===== src/rtl/gpu_pkg.sv =====
// Shared constants and types for the GPU instruction ingest path.
package gpu_pkg;

  localparam int unsigned INST_W = 82;
  localparam int unsigned HOST_W = 32;

  // Field offsets within a packed drawing instruction.
  localparam int unsigned INST_TYPE = 0;
  localparam int unsigned VERT      = 1;
  localparam int unsigned COORD_LO  = 2;
  localparam int unsigned LAYER     = 50;
  localparam int unsigned FILL_TYPE = 51;
  localparam int unsigned COLOR_LO  = 52;
  localparam int unsigned TEX_LO    = 76;
  localparam int unsigned ALPHA_LO  = 78;

  typedef enum logic [1:0] {
    W0 = 2'd0,
    W1 = 2'd1,
    W2 = 2'd2
  } phase_e;

  // Final word contributes only the low bits needed to reach INST_W.
  function automatic logic [INST_W-1:0] pack_inst(input logic [HOST_W-1:0] last_word,
                                                  input logic [2*HOST_W-1:0] lo_words);
    return {last_word[INST_W-2*HOST_W-1:0], lo_words};
  endfunction

endpackage


===== src/rtl/sync_fifo.sv =====
// Show-ahead synchronous FIFO with separate occupancy counter.
module sync_fifo #(
  parameter int unsigned Width = 82,
  parameter int unsigned Depth = 8
) (
  input  logic                     clk,
  input  logic                     rst,
  input  logic                     push,
  input  logic                     pop,
  input  logic [Width-1:0]         wdata,
  output logic [Width-1:0]         rdata,
  output logic                     empty,
  output logic                     full,
  output logic [$clog2(Depth):0]   count
);

  localparam int unsigned PtrW = $clog2(Depth);
  localparam logic [PtrW:0] CntFull = (PtrW+1)'(Depth);

  logic [Width-1:0] mem_q [Depth];
  logic [PtrW-1:0]  head_q, tail_q;
  logic [PtrW:0]    count_q;
  logic             do_push, do_pop;

  assign empty   = (count_q == '0);
  assign full    = (count_q == CntFull);
  assign count   = count_q;
  assign do_push = push && !full;
  // A pop against an empty FIFO is ignored even if a push lands the same cycle.
  assign do_pop  = pop && !empty;
  assign rdata   = empty ? '0 : mem_q[head_q];

  always_ff @(posedge clk) begin
    if (do_push) begin
      mem_q[tail_q] <= wdata;
    end
  end

  always_ff @(posedge clk) begin
    if (rst) begin
      head_q  <= '0;
      tail_q  <= '0;
      count_q <= '0;
    end else begin
      if (do_push) tail_q <= tail_q + 1'b1;
      if (do_pop)  head_q <= head_q + 1'b1;
      if (do_push && !do_pop) begin
        count_q <= count_q + 1'b1;
      end else if (do_pop && !do_push) begin
        count_q <= count_q - 1'b1;
      end
    end
  end

endmodule


===== src/rtl/inst_loader.sv =====
// Packs three host words into one instruction and buffers it for the GPU core.
module inst_loader
  import gpu_pkg::*;
#(
  parameter int unsigned DEPTH = 8
) (
  input  logic                     clk,
  input  logic                     rst,
  input  logic [HOST_W-1:0]        host_data,
  input  logic                     host_valid,
  output logic                     host_ready,
  input  logic                     host_abort,
  input  logic                     read_en,
  output logic [INST_W-1:0]        fifo_data,
  output logic                     fifo_empty,
  output logic                     fifo_full,
  output logic [$clog2(DEPTH):0]   count,
  output logic                     overflow_err,
  output logic                     underflow_err
);

  phase_e             phase_q;
  logic [2*HOST_W-1:0] asm_q;
  logic               accept;
  logic               push;
  logic [INST_W-1:0]  push_data;
  logic               unused_host_hi;

  assign unused_host_hi = ^host_data[HOST_W-1:INST_W-2*HOST_W];

  // Ready looks only at the registered full flag; a same-cycle pop does not help.
  assign host_ready = (phase_q != W2) || !fifo_full;
  assign accept     = host_valid && host_ready;
  assign push       = accept && (phase_q == W2) && !host_abort;
  assign push_data  = pack_inst(host_data, asm_q);

  always_ff @(posedge clk) begin
    if (rst) begin
      phase_q       <= W0;
      asm_q         <= '0;
      overflow_err  <= 1'b0;
      underflow_err <= 1'b0;
    end else begin
      if (host_abort) begin
        phase_q <= W0;
      end else if (accept) begin
        unique case (phase_q)
          W0: begin
            asm_q[HOST_W-1:0] <= host_data;
            phase_q           <= W1;
          end
          W1: begin
            asm_q[2*HOST_W-1:HOST_W] <= host_data;
            phase_q                  <= W2;
          end
          W2: phase_q <= W0;
          default: phase_q <= W0;
        endcase
      end
      if (push && fifo_full) overflow_err <= 1'b1;
      if (read_en && fifo_empty) underflow_err <= 1'b1;
    end
  end

  sync_fifo #(
    .Width (INST_W),
    .Depth (DEPTH)
  ) u_fifo (
    .clk   (clk),
    .rst   (rst),
    .push  (push),
    .pop   (read_en),
    .wdata (push_data),
    .rdata (fifo_data),
    .empty (fifo_empty),
    .full  (fifo_full),
    .count (count)
  );

endmodule

===== config.mk =====
export PLATFORM = sky130hd
export DESIGN_NAME = inst_loader
export DESIGN_NICKNAME = d
export VERILOG_FILES = /design/src/rtl/gpu_pkg.sv /design/src/rtl/sync_fifo.sv /design/src/rtl/inst_loader.sv
export SDC_FILE = /design/constraint.sdc
export NUM_CORES = 1
export LEC_CHECK = 0
export CAP_MARGIN = 40
export CORE_MARGIN = 4
export CORE_UTILIZATION = 25
export CTS_CLUSTER_SIZE = 25
export DETAILED_ROUTE_END_ITERATION = 6
export GPL_TIMING_DRIVEN = 0
export PLACE_DENSITY = 0.47
export SLEW_MARGIN = 10
export SYNTH_ARGS = -nofsm -noshare
export SYNTH_HDL_FRONTEND = slang
export SYNTH_HIERARCHICAL = 1
export SYNTH_SLANG_ARGS = --single-unit

===== constraint.sdc =====
create_clock -name clk -period 10.5 [get_ports clk]
set_input_delay 1.05 -clock clk [delete_from_list [all_inputs] [get_ports clk]]
set_output_delay 1.05 -clock clk [all_outputs]
set_load 0.005 [all_outputs]

==> out/results.ini <==
[status]
outcome = completed

[global_routing]
grt_pass1_vias = 14528
antenna_found_initial = 5
grt_pass1_wl_mm = 104
gr-usage-all-layers_pct = 12.2
overflow = 0
grt_max_degree = 21

[synthesis]
synth_edf_count = 656
async_flop_share_pct = 0
syn-instance-count = 1375
yosys_warnings = 6
yosysTopAreaCell = edfxtp_1
seq_area_frac_synth_pct = 75.3
synth_nets = 1418
synth_top_area_share_pct = 69.6
synth_cell_types = 38
postSynthAreaPerCell_um2 = 20.6
synth_area_um2 = 28300
synthFlopType = edfxtp_1
synth.area.top_cells = edfxtp_1 70%, mux4_2 13%, dfxtp_1 5.7%, mux2i_1 5.3%, nand2b_1 2.2%
ys_ff_latch = 737

[timing]
fin_crit_sh_pct = 45.1
slew_viol_final = 0
finalSetupViolCount = 0
tns_ns = 0
slew_headroom_pct = 40.0
fin_crit_ns = 4.74
skew_ns = 0.0154
setup_ws_ns = 5.76
tightest_slew_ns = 0.895
max_freq_ghz = 0.211
hold_violations = 0
rsz0062_at_grt = false
hold_ws_ns = 0.495

[power]
p_leak_nw = 10.8
power_density_nw_per_um2 = 214
ir_worst_vdd_uv = 103

[clocking]
cts_buffers = 76
cts.sinks = 737
clk_pin_slew_worst_paths_ns = 0.06
h-tree-depth = 3
cts_setup_buffers = 0
cts_tree = done
ctsHoldBuffers = 0
insertion_delay_ns = 0.62
post_cts_resized = 0
clockBufferDepth = 3
root_buffer = clkbuf_16

[critical_path]
cp_max_fo = 10
critPathKind = flip-flop to output port
worstPathRequired_ns = 9.45
reg2reg_slack_ns = 7.30
cp-start-kind = flip-flop
crit_arrival_ns = 3.69
reg2regPathDepth = 11
crit_path_end_kind = output port

[route]
via_count = 13732
wl_met3_mm = 3.05
vias_per_cell = 4.28
ant_nets = 0
wl_met1_mm = 33.0
wirelength_mm = 72.5
drc = 0
wl_met2_mm = 35.2
wl_per_cell_um = 22.6
dr.pass1.iters = 4
top_layer_used = met5
drt_iter0_markers = 982

[layout]
fin_util_pct = 31.1
area_growth_pct = 23.5
nFillCells = 10788
drive_gt1_share_pct = 22.9
design_area_um2 = 35000
most-common-layout-cells = 656 x edfxtp_1, 164 x mux4_2, 149 x mux2i_1, 127 x clkdlybuf4s50_1, 101 x nand2b_1
final_common_cell = edfxtp_1
layout.nets = 1685

[floorplan]
die_y_um = 345
coreArea_um2 = 112000
rows = 123
start_util_pct = 25.2
dieWidth_um = 345
num_io_pins = 128
die-area_um2 = 119000

[placement]
dp_hpwl_mm = 49.6
gp_congestion = 0.684
numPortBuffers = 127
place_area_um2 = 32500
pre_cts_ws_ns = 6.20

[min_path]
min_path_type = flip-flop to flip-flop
min_path_cells = 1

[job]
maxCapViolCount = 0

-- registers in the layout (all words and copies together), names as in the netlist, named ones only --
name and count:
u_fifo/mem_q 656, overflow_err 1, underflow_err 1, u_fifo/tail_q 3
u_fifo/head_q 3, asm_q 64, phase_q 2, u_fifo/count 4
-- power by group --
part           total [mW]  internal [mW]  switching [mW]
combinational        1.53          0.766           0.765
clock                2.73           1.62            1.11
sequential           3.22           3.19          0.0292
total                7.49           5.58            1.90
-- synth_stat cells, drive strengths merged, types with 4 or more instances --
cell,n
a21oi,6
buf,41
clkbuf,36
dfxtp,81
edfxtp,656
ha,5
mux2i,149
mux4,164
nand2b,103
nor2,102
xor2,4
-- layer usage --
metal	up-vias	track usage, %
met3	85	2.36
met5	-	0
met2	273	20.2
met4	6	3.14
li1	6053	-
met1	7315	16.6
-- per-stage QoR --
| step | cells | total power [mW] |
|---|---|---|
| after global placement | 3002 | 4.87 |
| after detailed placement | 3064 | 4.88 |
| final | 3206 | 7.49 |
| after global routing | 3205 | 7.82 |
| after floorplan | 1375 | 4.14 |
| after CTS | 3205 | 7.63 |
-- worst max-delay path: stages (launching register included) --
cell             delay [ns]
dfxtp_1                0.39
nor4_2                 0.55
clkbuf_2               0.72
clkbuf_1               0.62
nor2_1                 0.26
clkdlybuf4s50_1        0.51
-- final timing paths --
kind                         from                   to
setup / recovery  u_fifo/count[1]        fifo_data[16]
hold / removal       overflow_err         overflow_err
setup reg to reg  u_fifo/count[1]  u_fifo/mem_q[1][15]
hold reg to reg      overflow_err         overflow_err
-- area by class of cell --
cell class | instances | area (um2) | area share (%)
sequential | 737 | 21300 | 60.9
multi-input combinational | 559 | 6650 | 19.0
timing repair buffer | 189 | 2200 | 6.30
clock buffer | 101 | 2040 | 5.82
tap | 1500 | 1880 | 5.36
clock inverter | 40 | 490 | 1.40
buffer | 77 | 400 | 1.14
inverter | 2 | 7.51 | 0.0215
antenna | 1 | 2.50 | 0.00715
-- cell families (layout without fill, tap and decap cells) --
kind of cell	after synthesis	in the layout	synth area share, %
multiplexers	314	314	18.3
AO/OA/AOI/OAI	9	9	0.199
buffers and inverters	79	409	1.44
XOR/XNOR	5	5	0.155
other	0	1	0
adder cells (fa/ha/maj)	6	6	0.292
AND/OR/NAND/NOR	225	225	4.28
flip-flops	737	737	75.3
Power figures use the tool's default switching activity.
==> RTL edit (config.mk and constraints unchanged) <==
The 3 values of `phase_e` get a one-hot encoding in 3 bits.
--- a/src/rtl/gpu_pkg.sv
+++ b/src/rtl/gpu_pkg.sv
@@ -16,6 +16,6 @@
 
-  typedef enum logic [1:0] {
-    W0 = 2'd0,
-    W1 = 2'd1,
-    W2 = 2'd2
+  typedef enum logic [2:0] {
+    W0 = 3'b001,
+    W1 = 3'b010,
+    W2 = 3'b100
   } phase_e;
Function: same outputs for any inputs over 4 cycles, from zero or initial values and one cycle with rst high; so few cycles prove little.
==> RTL edit against the original RTL <==
Clock power grew 3%; final cell count up 0.25%; core utilization is 0.22 points higher; worst setup slack got worse by 57 ps; maximum frequency shrank 1.2%; combinational power rose by 22%; design area increased by 0.69%; routed wire length rose by 0.38%; sequential cell count increased by 1; synthesized area is 0.16% higher; total power up 5.6%; sequential power is essentially flat; critical path type unchanged; highest routed layer unchanged.
==> RTL edit: results (changes against the original RTL) <==
stage	metric	value	unit	change
critical_path	critical path's largest stage delay	560	ps	was 720 ps
drt	wire length per cell	22.6	um	about the same
grt	vias in the first global route	14819		was 14528
sta	Clock Skews	19.6	ps	was 15.4 ps
pwr	P_leak	10.7	nW	was 10.8 nW
pwr	maximum vdd ir drop	0.104	mV	was 0.103 mV
synth	syn avg cell area	20.5	um^2	was 20.6 um^2
critical_path	slowest cell on the critical path	clkbuf_1		was clkbuf_2
place	pre-CTS WS	5930	ps	was 6200 ps
grt	first-pass GRT wire length	105	mm	was 104 mm
synth	warnings from Yosys	6		unchanged
place	GPL Wtd Cong	0.691		was 0.684
layout	max reg flops	656		unchanged
grt	total global-route track usage	0.122		about the same
synth	Syn Nets	1424		was 1418
layout	layout cells sized above 1	0.233		was 0.229
sta	relative slew slack	0.391		was 0.400
synth	Distinct cells, synth	41		was 38
synth	part of the Yosys area used for sequential elements	0.752		was 0.753
drt	vias	13730		was 13732
clocking	CTS buffer count	76		unchanged
layout	nets@finish	1693		was 1685
drt	routed vias/inst	4.27		was 4.28
drt	Detailed Routing Iterations Pass 1	5		was 4
synth	synth top area cells	edfxtp_1 (69%), mux4_2 (13%), dfxtp_1 (5.8%)		was edfxtp_1 (70%), mux4_2 (13%), dfxtp_1 (5.7%)
critical_path	WP data arrival	3750	ps	was 3690 ps
critical_path	R2R depth	11		unchanged
drt	detailed router's first-iteration violation count	831		was 982
clocking	Max Root-Sink Buffers	3		unchanged
synth	most frequent cells after synthesis	edfxtp_1 (656), mux4_2 (164), mux2i_1 (149)		unchanged
grt	initial antenna violation count	4		was 5
sta	final setup violating endpoints	0		unchanged
place	Post-DP HPWL	50.0	mm	was 49.6 mm
clocking	H-tree levels	3		unchanged
status	outcome	completed		unchanged
place	post-placement cell count	3071		was 3064
clocking	Post-CTS Repair Setup Buffers	0		unchanged
place	placed cell areas	32600	um^2	was 32500 um^2
RTL edit: worst max-delay path, delay by kind of cell, from the launching register on:
kind | cells | cell delay, ps
buffers and inverters | 4 | 1910
and+or+nand+nor | 2 | 810
DFF | 1 | 390
RTL edit: layout make-up:
cell class / instances / area, um^2
Inverter: 3 / 11.3
Clock buffer: 106 / 2200
Sequential cell: 738 / 21300
Clock inverter: 35 / 430
Antenna cell: 1 / 2.50
Tap cell: 1500 / 1880
Fill cell: 10792 / 77300
Multi-Input combinational cell: 564 / 6670
Timing Repair Buffer: 191 / 2300
Buffer: 76 / 398
RTL edit: final timing paths:
kind | startpoint | end | slack, ps
setup reg to reg | u_fifo/count[0] | u_fifo/mem_q[1][44] | 6870
hold reg to reg | overflow_err | overflow_err | 470
hold / removal | overflow_err | overflow_err | 470
setup / recovery | u_fifo/count[1] | fifo_data[3] | 5700
RTL edit: metal layers:
metal / global-route usage / up-vias / part of all wire
met5: 0 / - / 0.00029
met4: 0.0344 / 4 / 0.018
met3: 0.0227 / 74 / 0.044
met2: 0.204 / 273 / 0.49
met1: 0.163 / 7305 / 0.45
li1: - / 6074 / -
RTL edit: cell families (layout without fill, tap and decap cells):
logic type / after synthesis / in the layout / synth area share
flops: 738 / 738 / 0.752
simple gates: 228 / 228 / 0.0431
compound gates: 11 / 11 / 0.00243
fa+ha+maj: 6 / 6 / 0.00291
other cells: 0 / 1 / 0
xor+xnor: 5 / 5 / 0.00154
buf+inv: 79 / 411 / 0.0144
mux: 314 / 314 / 0.183
RTL edit: power breakdown:
part | switching, mW | internal (mW)
Combinational | 0.949 | 0.919
Clock | 1.12 | 1.69
Sequential | 0.0315 | 3.19
Total | 2.10 | 5.80
